===== src/rtl/light_dance_seq_pkg.sv =====
// Shared definitions for the light-dance sequencer.
// Holds the sequencer state encoding, the default widths of the
// rate/pattern/step datapaths, and the width of the light-dance register
// that this sequencer drives.
package light_dance_seq_pkg;

  // Width of the light-dance shift/XOR register (qdata/pdata)
  localparam int LD_REG_W = 8;

  // Default datapath widths
  localparam int DEF_RATE_W = 16;
  localparam int DEF_PAT_W  = 16;
  localparam int DEF_STEP_W = 16;

  // Sequencer states
  typedef enum logic [1:0] {
    ST_IDLE = 2'd0,
    ST_SEED = 2'd1,
    ST_RUN  = 2'd2,
    ST_DONE = 2'd3
  } seq_state_t;

endpackage


===== src/rtl/light_dance_prescaler.sv =====
// Step-rate prescaler for the light-dance sequencer.
// Counts enabled cycles and raises tick when the count reaches the
// programmed rate, then restarts from zero. The count is frozen while
// pause is high.
// Ports:
//   clk, arst  - clock and asynchronous active-low reset
//   clear      - synchronous clear of the count (used while seeding)
//   run        - counting enable; tick is only produced while high
//   pause      - freezes the count and suppresses tick
//   rate       - tick period minus one
//   tick       - high on cycles where the register should advance
module light_dance_prescaler #(
  parameter int RATE_W = 16
) (
  input  logic              clk,
  input  logic              arst,
  input  logic              clear,
  input  logic              run,
  input  logic              pause,
  input  logic [RATE_W-1:0] rate,
  output logic              tick
);

  logic [RATE_W-1:0] presc;

  // A tick fires on the cycle the count matches the rate, so a rate of
  // zero ticks on every enabled cycle.
  assign tick = run && !pause && (presc == rate);

  // Count register: restarts after each tick and holds while paused or
  // while the sequencer is outside RUN.
  always_ff @(posedge clk or negedge arst) begin
    if (!arst) begin
      presc <= '0;
    end else if (clear || tick) begin
      presc <= '0;
    end else if (run && !pause) begin
      presc <= presc + RATE_W'(1);
    end
  end

endmodule


===== src/rtl/light_dance_seq.sv =====
// Light-dance sequencer: control stage in front of the 8-bit light-dance
// shift/XOR register. It seeds the register, then advances it at a
// programmable rate while feeding a repeating serial pattern on din. On
// every cycle where the register must not advance it reloads the
// register's own qdata (q_in) so the value holds.
// Ports:
//   clk, arst          - clock and asynchronous active-low reset
//   start, stop, pause - control requests
//   seed, pattern,
//   pat_len, rate,
//   steps              - run settings, captured when a run starts
//   q_in               - qdata fed back from the register
//   din, load, pdata   - drive of the register
//   busy, tick, done   - status
module light_dance_seq
  import light_dance_seq_pkg::*;
#(
  parameter int RATE_W = DEF_RATE_W,
  parameter int PAT_W  = DEF_PAT_W,
  parameter int STEP_W = DEF_STEP_W
) (
  input  logic                     clk,
  input  logic                     arst,
  input  logic                     start,
  input  logic                     stop,
  input  logic                     pause,
  input  logic [LD_REG_W-1:0]      seed,
  input  logic [PAT_W-1:0]         pattern,
  input  logic [$clog2(PAT_W)-1:0] pat_len,
  input  logic [RATE_W-1:0]        rate,
  input  logic [STEP_W-1:0]        steps,
  input  logic [LD_REG_W-1:0]      q_in,
  output logic                     din,
  output logic                     load,
  output logic [LD_REG_W-1:0]      pdata,
  output logic                     busy,
  output logic                     tick,
  output logic                     done
);

  localparam int IDX_W = $clog2(PAT_W);

  seq_state_t state_q, state_d;

  logic [LD_REG_W-1:0] seed_r;
  logic [PAT_W-1:0]    pattern_r;
  logic [IDX_W-1:0]    pat_len_r;
  logic [RATE_W-1:0]   rate_r;
  logic [STEP_W-1:0]   steps_r;

  logic [IDX_W-1:0]    bit_idx;
  logic [STEP_W-1:0]   step_cnt;

  logic                capture;
  logic                last_step;
  logic [IDX_W-1:0]    idx_inc;
  logic [IDX_W-1:0]    idx_next;

  assign capture = (state_q == ST_IDLE) && start && !stop;

  // steps_r of zero means free-running, so no tick is ever the last one.
  assign last_step = (steps_r != '0) && (STEP_W'(step_cnt + 1'b1) == steps_r);

  // A pat_len of zero selects the full pattern, which is exactly the
  // natural wrap of bit_idx since the pattern length is a power of two.
  assign idx_inc  = IDX_W'(bit_idx + 1'b1);
  assign idx_next = ((pat_len_r != '0) && (idx_inc == pat_len_r)) ? '0 : idx_inc;

  light_dance_prescaler #(
    .RATE_W (RATE_W)
  ) u_prescaler (
    .clk   (clk),
    .arst  (arst),
    .clear (state_q == ST_SEED),
    .run   (state_q == ST_RUN),
    .pause (pause),
    .rate  (rate_r),
    .tick  (tick)
  );

  // State register.
  always_ff @(posedge clk or negedge arst) begin
    if (!arst) begin
      state_q <= ST_IDLE;
    end else begin
      state_q <= state_d;
    end
  end

  // Run settings are latched once at start so input changes during a run
  // have no effect.
  always_ff @(posedge clk or negedge arst) begin
    if (!arst) begin
      seed_r    <= '0;
      pattern_r <= '0;
      pat_len_r <= '0;
      rate_r    <= '0;
      steps_r   <= '0;
    end else if (capture) begin
      seed_r    <= seed;
      pattern_r <= pattern;
      pat_len_r <= pat_len;
      rate_r    <= rate;
      steps_r   <= steps;
    end
  end

  // Pattern position and step count: cleared while seeding, advanced on
  // every tick. In free-running mode the step count sticks at all-ones.
  always_ff @(posedge clk or negedge arst) begin
    if (!arst) begin
      bit_idx  <= '0;
      step_cnt <= '0;
    end else if (state_q == ST_SEED) begin
      bit_idx  <= '0;
      step_cnt <= '0;
    end else if ((state_q == ST_RUN) && tick) begin
      bit_idx <= idx_next;
      if ((steps_r != '0) || (step_cnt != '1)) begin
        step_cnt <= step_cnt + STEP_W'(1);
      end
    end
  end

  // Next state and register drive. Outside a tick the register is fed
  // its own value through the parallel load path so it holds.
  always_comb begin
    state_d = state_q;
    load    = 1'b1;
    pdata   = q_in;
    din     = 1'b0;
    busy    = 1'b0;
    done    = 1'b0;
    case (state_q)
      ST_IDLE: begin
        if (start && !stop) begin
          state_d = ST_SEED;
        end
      end
      ST_SEED: begin
        busy    = 1'b1;
        pdata   = seed_r;
        state_d = stop ? ST_IDLE : ST_RUN;
      end
      ST_RUN: begin
        busy = 1'b1;
        if (tick) begin
          load  = 1'b0;
          pdata = '0;
          din   = pattern_r[bit_idx];
        end
        if (stop) begin
          state_d = ST_IDLE;
        end else if (tick && last_step) begin
          state_d = ST_DONE;
        end
      end
      ST_DONE: begin
        busy    = 1'b1;
        done    = 1'b1;
        state_d = ST_IDLE;
      end
      default: begin
        state_d = ST_IDLE;
      end
    endcase
  end

endmodule


===== config.mk =====
export PLATFORM = sky130hd
export DESIGN_NAME = light_dance_seq
export DESIGN_NICKNAME = d
export VERILOG_FILES = /design/src/rtl/light_dance_seq_pkg.sv /design/src/rtl/light_dance_prescaler.sv /design/src/rtl/light_dance_seq.sv
export SDC_FILE = /design/constraint.sdc
export NUM_CORES = 1
export LEC_CHECK = 0
export CORE_AREA = 2 2 117 85
export CTS_BUF_LIST = sky130_fd_sc_hd__clkbuf_16
export CTS_CLUSTER_DIAMETER = 50
export DETAILED_ROUTE_END_ITERATION = 7
export DIE_AREA = 0 0 119 87
export GPL_TIMING_DRIVEN = 1
export PLACE_DENSITY = 0.95
export SYNTH_ARGS = -nofsm -noshare
export SYNTH_HDL_FRONTEND = slang
export SYNTH_SLANG_ARGS = --single-unit

===== constraint.sdc =====
create_clock -name clk -period 6.39 [get_ports clk]
set_clock_uncertainty 0.05 [all_clocks]
set_input_delay 1.917 -clock clk [delete_from_list [all_inputs] [get_ports clk]]
set_output_delay 1.917 -clock clk [all_outputs]
set_load 0.005 [all_outputs]

# Yosys cells after proc, flatten, opt, wreduce, memory -nomap -nowiden
# Cells that the tools add are included.
[word_totals]
reg_bits = 98
latch_bits = 0
ram_bits = 0
rom_bits = 0
in_bits = 73
elab_cells = 67
n_memories = 0
[op_classes]
addsub = 3
multipliers = 0
n_div = 0
n_lt_le_gt_ge = 1
n_eq_ne = 9
shifts = 0
muxes = 23
n_bitwise = 0
reduce_logical = 22
[op_table]
columns = ["operator", "count"]
rows = [
  ["16-bit two-way mux", 5],
  ["16-bit by 1-bit adder with 16-bit output (second input constant)", 2],
  ["16-bit == test", 2],
  ["16-bit inequality test (second input constant)", 1],
  ["8-bit case mux with 2 select lines", 1],
  ["16-bit nonzero test", 1],
  ["4-bit two-way mux", 3],
  ["1-bit logical AND", 9],
  ["2-bit two-way mux", 4],
  ["8-bit two-way mux", 1],
  ["2-bit case mux with 4 select lines", 1],
  ["1-bit two-way mux", 7],
  ["2-bit nonzero test", 3],
  ["4-bit by 5-bit < comparator with 1-bit output (second input constant)", 1],
  ["4-bit by 1-bit adder with 4-bit output (second input constant)", 1],
  ["1-bit binary-select mux with 4-bit select", 1],
  ["2-bit == test (second input constant)", 2],
  ["4-bit == test", 1],
  ["2-bit AND reduction", 2],
  ["4-bit nonzero test", 1],
  ["3-bit inequality test (second input constant)", 1],
  ["3-bit OR reduction", 1],
  ["2-bit by 1-bit == test with 1-bit output (second input constant)", 1],
  ["1-bit logical NOT", 2],
  ["3 further kinds", 4],
]

# Depth between registers and ports, before layout
[depth]
word_depth = 7
depth_mapped = 11
ltp_nobuf = 9

# Modules after synthesis
# A second synthesis with hierarchy kept.
[hier_totals]
cells_unflattened = 476
area_unflattened_um2 = 5361.4
[by_module_without_submodules]
columns = ["mod", "n_inst", "cells_per_inst", "area_each_um2", "seq_area_each_um2"]
rows = [
  ["light_dance_seq", 1, 370, 4357.9, 2052.0],
  ["light_dance_prescaler", 1, 106, 1003.5, 400.4],
]

# Least setup slack after synthesis
# Ideal clock, no wire load.
[synth_timing]
path_kind = "input port to output port"
startpoint = "input port pause"
endpoint = "output port pdata[0]"
arrival_time_ns = 2.845
required_time_ns = 4.423
setup_slack_ns = 1.578
stages = 5
cell_sequence = "nor3_1 -> nand4_1 -> inv_1 -> o21ai_1 -> a22o_1"
[synth_via]
elab_chain_len = 5
[synth_lines]
columns = ["item", "line_no", "source"]
rows = [
  ["start: declaration", "light_dance_seq.sv:26", "input logic pause,"],
  ["1-bit logical NOT", "light_dance_prescaler.sv:28", "assign tick = run && !pause && (presc == rate);"],
  ["1-bit logical AND (2 in a row)", "light_dance_prescaler.sv:28", ""],
  ["net tick", "light_dance_seq.sv:37", "output logic tick,"],
  ["8-bit two-way mux", "light_dance_seq.sv:147", "if (tick) begin"],
  ["8-bit case mux with 2 select lines", "light_dance_seq.sv:134", "case (state_q)"],
  ["end: declaration", "light_dance_seq.sv:35", "output logic [LD_REG_W-1:0] pdata,"],
]
# The timed path passes the listed nets, and every way through them passes these cells.

# Worst setup path in the final report
[layout_timing]
startpoint = "input port pause"
endpoint = "output port pdata[4]"
[layout_via]
elab_chain_len = 5
[layout_lines]
columns = ["item", "line_no"]
rows = [
  ["1-bit logical NOT", "light_dance_prescaler.sv:28"],
  ["1-bit logical AND (2 in a row)", "light_dance_prescaler.sv:28"],
  ["8-bit two-way mux", "light_dance_seq.sv:147"],
  ["8-bit case mux with 2 select lines", "light_dance_seq.sv:134"],
]
# Every way passes these cells.

==> run summary <==
Top delay family on crit path = buffers and inverters
Critical Path Fanout Max = 8
Synth unique cells = 54
CTS tree = yes
Slew HR = 10.9%
Commonest non-fill, non-tap cell in the layout = dfrtp_1
Total gr overflow = 0
Critical Path Start Type = input pin
Dpl cell area = 6150 sq um
Drt first pass iters = 5
R2R Setup Slk = 3.34 ns
Port bufs = 85
Critical Path AT = 3.96 ns
Final Hold Viols = 0
Async S/R FF share, synth = 100%
Setup-failing EPs final = 0
Sink Count = 98
Grt peak-use layer = met2
Register area share after synthesis = 47.1%
Cell breakdown of the critical path = clkdlybuf4s50_1, nor3_1, nand4_1, inv_1, o21ai_1, a22o_1, clkdlybuf4s50_1
Leading post-synthesis cells by cell area = dfrtp_1, mux2_2, xor2_1
FMAX = 0.169 GHz
Number of synthesized flops with an enable pin = 0
CTS Hold Bufs = 0
Buffers & Inverters on Critical Path = 3
Final nets = 622
Hold_sp = pattern_r[10]$_DFFE_PN0P_
Worst setup EP type = output port
Hold depth = 1
DRT antenna net count = 0
Clk_lat worst skew = 0.35 ns
Fin area = 6450 sq um
Initial core utilization = 55.7%
Ys flop type = dfrtp_1
RSZ-0062 raised after global routing = false
Initial antenna violation count = 0
Syn nets = 543
Average size of a mapped cell = 11.3 sq um
Max-cap violation count = 0
Via count = 3897
Clock-pin slew on the worst setup and hold paths = 0.06 ns
RR Startpoint = step_cnt[0]$_DFFE_PN0P_
R2r endpoint = state_q[0]$_DFFE_PN0P_
M1 GR Usage = 31.7%
Full die area = 10400 sq um
Worst Tran Pin Value = 1.33 ns
Worst Hold Slack = 0.456 ns
Vert. Die Dim = 87 um
Most frequent cells in the layout = dfrtp_1, clkdlybuf4s50_1, mux2_2
Clk root buf = clkbuf_16
H-tree levels = 3
Die W = 119 um
CP max stage cell = o21ai_1
Outcome = complete, no violations
Top cell by count, worst path = clkdlybuf4s50_1
Mapped Area = 5200 sq um
DR iter-0 viols = 341
Largest net degree at the start of global routing = 80
N_diodes = 0
Routed len/inst = 17.6 um
Post-CTS Resized = 0
Total I/O pin count = 86
Global-route wire length before repair = 20000 um
Pwr dens = 368 nW/um^2
Post-CTS setup buffers = 0
Final wirelength = 11900 um
Setup_tns = 0 ns
FF-to-FF path depth = 8
Share of layout cells above drive strength 1 = 17.8%
DRC violations left = 0
Dpl hpwl = 8750 um
Syn-to-layout area delta = 23.9%
Shortest period the worst path allows = 5.93 ns
Synth Instances = 462
Critical path type = input pin to output port
Max VDD drop = 0.241 mV
Crit path largest cell delay = 0.52 ns
Row count = 30
Worst Hold Class = flip-flop to flip-flop
Power Total = 2.37 mW
Via/cell ratio = 5.78
GRT Resource Usage Total = 24.9%
Gpl congestion = 0.924
Final slew viol count = 0
Leak = 2.68 nW
Core Box Area = 9350 sq um
Synthesis Warnings = 0
CTS Buffer Depth = 2
Post-synthesis register bit count = 98
M2 GR Usage = 41.1%
Period utilization = 92.8%
Critical path required time = 4.42 ns
Met3 Usage GRT = 7.40%
CTS buffer count = 9
Post-synth top area share = 47.1%
Hold EP = pattern_r[10]$_DFFE_PN0P_
Vias in the first global route = 4099
Yosys top cell by area = dfrtp_1
-- worst max-delay path by stage --
stage          startpoint       end  slack, ns  cells past startpoint
6_report            pause  pdata[4]       0.46                      7
5_1_grt             pause  pdata[4]       0.34                      7
4_1_cts             pause  pdata[4]       0.47                      7
3_5_place_dp        pause  pdata[5]       0.49                      7
3_3_place_gp        pause  pdata[5]       0.56                      7
2_1_floorplan       pause  pdata[0]       1.58                      5
-- power by group --
part	switching (mW)	internal, mW	total, mW	leakage [nW]
Sequential	0.170	0.824	0.994	1.24
Combinational	0.359	0.478	0.837	1.29
Clock	0.238	0.303	0.542	0.150
Total	0.767	1.61	2.37	2.68
-- worst register-to-register path: stages, from the launching register on --
cell,delay [ns]
dfrtp_1,0.48
ha_1,0.30
nand3_1,0.23
nor4_1,0.41
xor2_1,0.14
or3_2,0.42
a221o_1,0.41
or3_1,0.33
a31oi_1,0.20
-- state kept, by name, indices dropped and copies added, names as in the netlist --
signal,count
pat_len_r,4
seed_r,8
bit_idx,4
u_prescaler.presc,16
state_q,2
pattern_r,16
rate_r,16
steps_r,16
step_cnt,16
-- area by class of cell --
class	count	area, sq um
Timing Repair Buffer	89	891
Clock buffer	9	225
Clock inverter	7	67.6
Multi-Input combinational cell	332	2610
Tap cell	128	160
Fill cell	652	2900
Sequential cell	98	2450
Inverter	11	41.3
-- metrics by stage --
step / setup slack (ns) / util [%] / std cells
floorplan: 1.58 / - / 462
global placement: 0.560 / 65.9 / 658
CTS: 0.466 / 69.0 / 674
global route: 0.336 / 69.0 / 674
detailed placement: 0.488 / 65.9 / 658
finish: 0.458 / 69.0 / 674
-- cell usage after synthesis (3+ instances only) --
| cell | n |
|---|---|
| clkbuf_1 | 6 |
| inv_1 | 11 |
| mux2i_1 | 4 |
| mux4_2 | 5 |
| xnor2_1 | 27 |
| o21ai_0 | 9 |
| dfrtp_1 | 98 |
| nand3_1 | 13 |
| ha_1 | 8 |
| nand4_1 | 15 |
| nor3_1 | 10 |
| nor2b_1 | 5 |
| buf_2 | 6 |
| xor2_1 | 44 |
| and3_1 | 7 |
| mux2_2 | 60 |
| nand2_1 | 25 |
| a21oi_1 | 3 |
| nor2_1 | 40 |
| or3_1 | 3 |
| buf_1 | 7 |
| nor4_1 | 12 |
| a22o_1 | 8 |
-- cells by family after synthesis --
logic type | synth area share, %
AO/OA/AOI/OAI | 4.76
XOR/XNOR | 12.0
adder cells (fa/ha/maj) | 1.92
buffers and inverters | 2.72
flip-flops | 47.1
multiplexers | 15.9
AND/OR/NAND/NOR | 15.6
-- layer usage --
metal,up-vias,part of all wire (%)
met5,-,0
met4,0,2.6
met3,37,8.4
met2,178,47
met1,1897,42
li1,1785,-
(Power assumes the default switching activity.)
==> patch 1 (same flow settings) <==
The package constant `DEF_RATE_W` goes from 16 to 14.
--- a/src/rtl/light_dance_seq_pkg.sv
+++ b/src/rtl/light_dance_seq_pkg.sv
@@ -10,3 +10,3 @@
   // Default datapath widths
-  localparam int DEF_RATE_W = 16;
+  localparam int DEF_RATE_W = 14;
   localparam int DEF_PAT_W  = 16;
Interface: changed (resized rate); port bits go from 86 to 84. No check against the original RTL was run, so the function may have changed too.
==> patch 1 against the unedited design <==
Setup slack got worse by 75 ps. Wire length down 1.1%. Cell count is 3.0% lower. Power about the same. Sequential cell count decreased by 4. Count of clock-buffer cells in the layout unchanged. Final area down 2.7%. Area after synthesis is 3.4% lower. Critical path type unchanged. Die area is the same.
==> patch 1: results (changes against the unedited design) <==
post-synthesis average cell area 11.4 µm² (was 11.3 µm²); Endpoint, Worst Hold pattern_r[7] (was pattern_r[10]); global-route wire length before repair 19300 µm (was 20000 µm); Peak VDD IR 0.250 mV (was 0.241 mV); All-Layer GR Usage 0.242 (was 0.249); routing usage on met1 0.313 (was 0.317); vias per inst 5.74 (was 5.78); DPL Wire Length 8420 µm (was 8750 µm); worst r2r src state_q[0] (was step_cnt[0]); commonest cells in the netlist dfrtp_1 (94), mux2_2 (60), xnor2_1 (40), nor2_1 (34), xor2_1 (18) (was dfrtp_1 (98), mux2_2 (60), xor2_1 (44), nor2_1 (40), xnor2_1 (27)); Critical-path top delay cell or4_1 (was o21ai_1); status complete, no violations (unchanged); share of layout cells above drive strength 1 0.179 (was 0.178); Synthesized Nets 520 (was 543); count of cell types in the netlist 51 (was 54); IO buf count 83 (was 85); Layout Nets 600 (was 622); max incr delay on CP 470 ps (was 520 ps); Hold Startpoint pattern_r[7] (was pattern_r[10]); Placer Congestion 0.898 (was 0.924); Lkg Pwr 0.00254 µW (was 0.00268 µW); DR WL/cell 18.0 µm (was 17.6 µm); GR Util met2 0.388 (was 0.411); total placed cells including tap cells 638 (was 658); top post-synthesis cells by area dfrtp_1 (47%), mux2_2 (13%), xnor2_1 (7.0%) (was dfrtp_1 (47%), mux2_2 (13%), xor2_1 (7.4%)); r2r endpoint state_q[1] (was state_q[0])
patch 1: power by group:
| part | internal, µW | total, µW | switching, µW |
|---|---|---|---|
| registers | 792 | 968 | 176 |
| clock network | 301 | 528 | 227 |
| logic | 493 | 877 | 385 |
| total | 1590 | 2370 | 788 |
patch 1: per-stage QoR:
| stage | utilization | power, µW | cell area (µm²) | hold slack, ps |
|---|---|---|---|---|
| final | 0.671 | 2370 | 6270 | 454 |
| after detailed placement | 0.640 | 1830 | 5980 | 440 |
| after floorplan | - | 1510 | 5020 | 424 |
| after CTS | 0.671 | 2380 | 6270 | 455 |
| after global routing | 0.671 | 2500 | 6270 | 475 |
| after global placement | 0.640 | 1790 | 5980 | 432 |
patch 1: cell type report:
class | instances | area share
clock buffer | 9 | 0.0359
clock inverter | 7 | 0.0106
inverter | 10 | 0.00599
multi-input combinational | 318 | 0.409
sequential | 94 | 0.375
tap | 128 | 0.0255
timing repair buffer | 88 | 0.138
patch 1: how the worst max path moves through the flow:
stage                    end  slack (ps)  cells past startpoint
finish              pdata[0]         380                      8
global route        pdata[5]         230                      8
detailed placement  pdata[7]         380                      8
global placement    pdata[6]         460                      8
floorplan           pdata[0]        1170                      8
CTS                 pdata[0]         370                      8
patch 1: layer usage:
metal	wire (µm)	vias up
met4	83	0
li1	-	1738
met1	5190	1835
met3	1080	8
met5	0	-
met2	5400	171
patch 1: cell families (layout without fill, tap and decap cells):
kind of cell,after synthesis,count (layout),share of synthesized area
AND/OR/NAND/NOR,137,137,0.153
flip-flops,94,94,0.468
multiplexers,68,68,0.163
XOR/XNOR,61,61,0.113
AO/OA/AOI/OAI,44,44,0.0593
buffers and inverters,29,114,0.0237
adder cells (fa/ha/maj),8,8,0.0199
patch 1: critical path, delay by kind of cell:
kind            cells  cell delay [ps]
simple gates        5             1040
compound gates      1              240
buf+inv             2              850
==> patch 2 (config.mk and constraints unchanged) <==
Made on the original files. The 4 states of `seq_state_t` get a Gray code encoding in 2 bits.
--- a/src/rtl/light_dance_seq_pkg.sv
+++ b/src/rtl/light_dance_seq_pkg.sv
@@ -16,6 +16,6 @@
   typedef enum logic [1:0] {
-    ST_IDLE = 2'd0,
-    ST_SEED = 2'd1,
-    ST_RUN  = 2'd2,
-    ST_DONE = 2'd3
+    ST_IDLE = 2'b00,
+    ST_SEED = 2'b01,
+    ST_RUN  = 2'b11,
+    ST_DONE = 2'b10
   } seq_state_t;
Formal check against the unedited RTL: no difference found for any inputs over 10 cycles, from zero or initial values and one cycle with arst low; not proved beyond that.
==> patch 2 against the unedited design <==
First-iteration DRC count up 34%. Final area up 1.0%. Setup slack worse by 360 ps. Wire length up 10%. Area after synthesis up 2.0%. Sequential cell count unchanged. Critical path type unchanged. Highest routed layer unchanged.
Power is not compared: it rests on default switching activity, and its combinational part moved more than twofold at a synthesized area within 25%.
==> patch 2: results (changes against the unedited design) <==
Layout Nets 643 (was 622); Max transition margin 0.324 (was 0.109); kind of cell adding the most delay to the critical path simple AND/OR/NAND/NOR gates (was buffers and inverters); total placed cells including tap cells 684 (was 658); worst r2r src state_q[1] (was step_cnt[0]); post-synthesis average cell area 10.9 µm² (was 11.3 µm²); Synthesized Nets 565 (was 543); Critical-path top delay cell or4b_1 (was o21ai_1); top post-synthesis cells by area dfrtp_1 (46%), mux2_2 (13%), xor2_1 (5.4%) (was dfrtp_1 (47%), mux2_2 (13%), xor2_1 (7.4%)); Min-Delay Path Depth 1 (unchanged); largest net degree at the start of global routing 54 (was 80); share of layout cells above drive strength 1 0.171 (was 0.178); Initial DRC Count 457 (was 341); Via Count 4303 (was 3897); commonest cells in the netlist dfrtp_1 (98), mux2_2 (61), xor2_1 (33), nand2_1 (32), nor2_1 (28) (was dfrtp_1 (98), mux2_2 (60), xor2_1 (44), nor2_1 (40), xnor2_1 (27)); global-route wire length before repair 21100 µm (was 20000 µm); vias per inst 6.15 (was 5.78); fillers 645 (was 652); clock latency on the worst-skew pair 350 ps (about the same); vias in the first global route 4174 (was 4099); R2R Setup Slk 3450 ps (was 3340 ps); Endpoint, Worst Hold pattern_r[3] (was pattern_r[10]); r2r endpoint step_cnt[10] (was state_q[0]); register area share after synthesis 0.462 (was 0.471); post-CTS setup buffers 0 (unchanged); detailed-route wire length 13100 µm (was 11900 µm); critical path arrival 4320 ps (was 3960 ps); Hold Path Class register to register (unchanged); CP max FO 4 (was 8); Top FF cell, synth dfrtp_1 (unchanged); Placer Congestion 0.937 (was 0.924); DPL Wire Length 9580 µm (was 8750 µm); status complete, no violations (unchanged); R2R depth 7 (was 8); All-Layer GR Usage 0.262 (was 0.249); initial antenna violation count 0 (unchanged); Hold Startpoint pattern_r[3] (was pattern_r[10])
[patch 2: cell types whose count changed in the layout (fill, tap and decap cells not counted), sizes merged, moves of 5 or more]
cell	change
a211oi	+9
a21oi	+10
ha	-5
inv	-5
nand2	+9
nand3	+12
nor2	-12
o21ai	+10
xnor2	-8
xor2	-11
[patch 2: kinds of logic (layout without fill, tap and decap cells)]
| group | count (synthesis) | in the layout | share of synthesized area |
|---|---|---|---|
| and+or+nand+nor | 161 | 161 | 0.164 |
| DFF | 98 | 98 | 0.462 |
| muxes | 74 | 74 | 0.166 |
| AOI/OAI and AO/OA | 69 | 69 | 0.0867 |
| xor gates and xnor gates | 52 | 52 | 0.0858 |
| buffers and inverters | 32 | 115 | 0.0285 |
| adders and majority gates | 3 | 3 | 0.00707 |
[patch 2: worst max path at each step]
stage,from,end,slack (ps),cells past startpoint
finish,pause,din,100,7
global route,pause,din,40,7
floorplan,pause,din,840,8
global placement,pause,din,130,7
detailed placement,pause,din,120,7
CTS,pause,din,110,7
[patch 2: where the power goes]
part | internal, µW | leakage, µW | switching, µW
clock | 259 | 0.000131 | 225
sequential | 707 | 0.00124 | 79.9
combinational | 182 | 0.00129 | 122
[patch 2: metal layers]
layer | share of wire | up-vias | track usage
met3 | 0.089 | 17 | 0.0700
met2 | 0.45 | 223 | 0.411
met4 | 0.012 | 0 | 0.0649
met1 | 0.44 | 2122 | 0.366
li1 | - | 1941 | -
met5 | 0 | - | 0
[patch 2: worst reg2reg max path, stage by stage, from the launching register on]
cell and delay [ps]:
dfrtp_1 500, and3b_1 270, nand2_2 70, or4b_1 530, buf_4 190, nor4_4 870, a211oi_1 190, mux2i_1 190
[patch 2: final cells by class]
cell class	instances	share of cell area
well taps	128	0.0246
multi-input cells	359	0.416
flip-flops and latches	98	0.376
inverters	7	0.00403
repair buffers	92	0.138
clock inverters	7	0.00576
clock buffers	9	0.0346
[patch 2: per-stage QoR]
stage	utilization	setup WS, ps	hold slack [ps]	cell area (µm²)
after global routing	0.697	44.3	476	6510
after floorplan	-	845	425	5310
after CTS	0.697	109	459	6510
after global placement	0.669	125	433	6250
after detailed placement	0.669	115	444	6250
final	0.697	102	457	6510
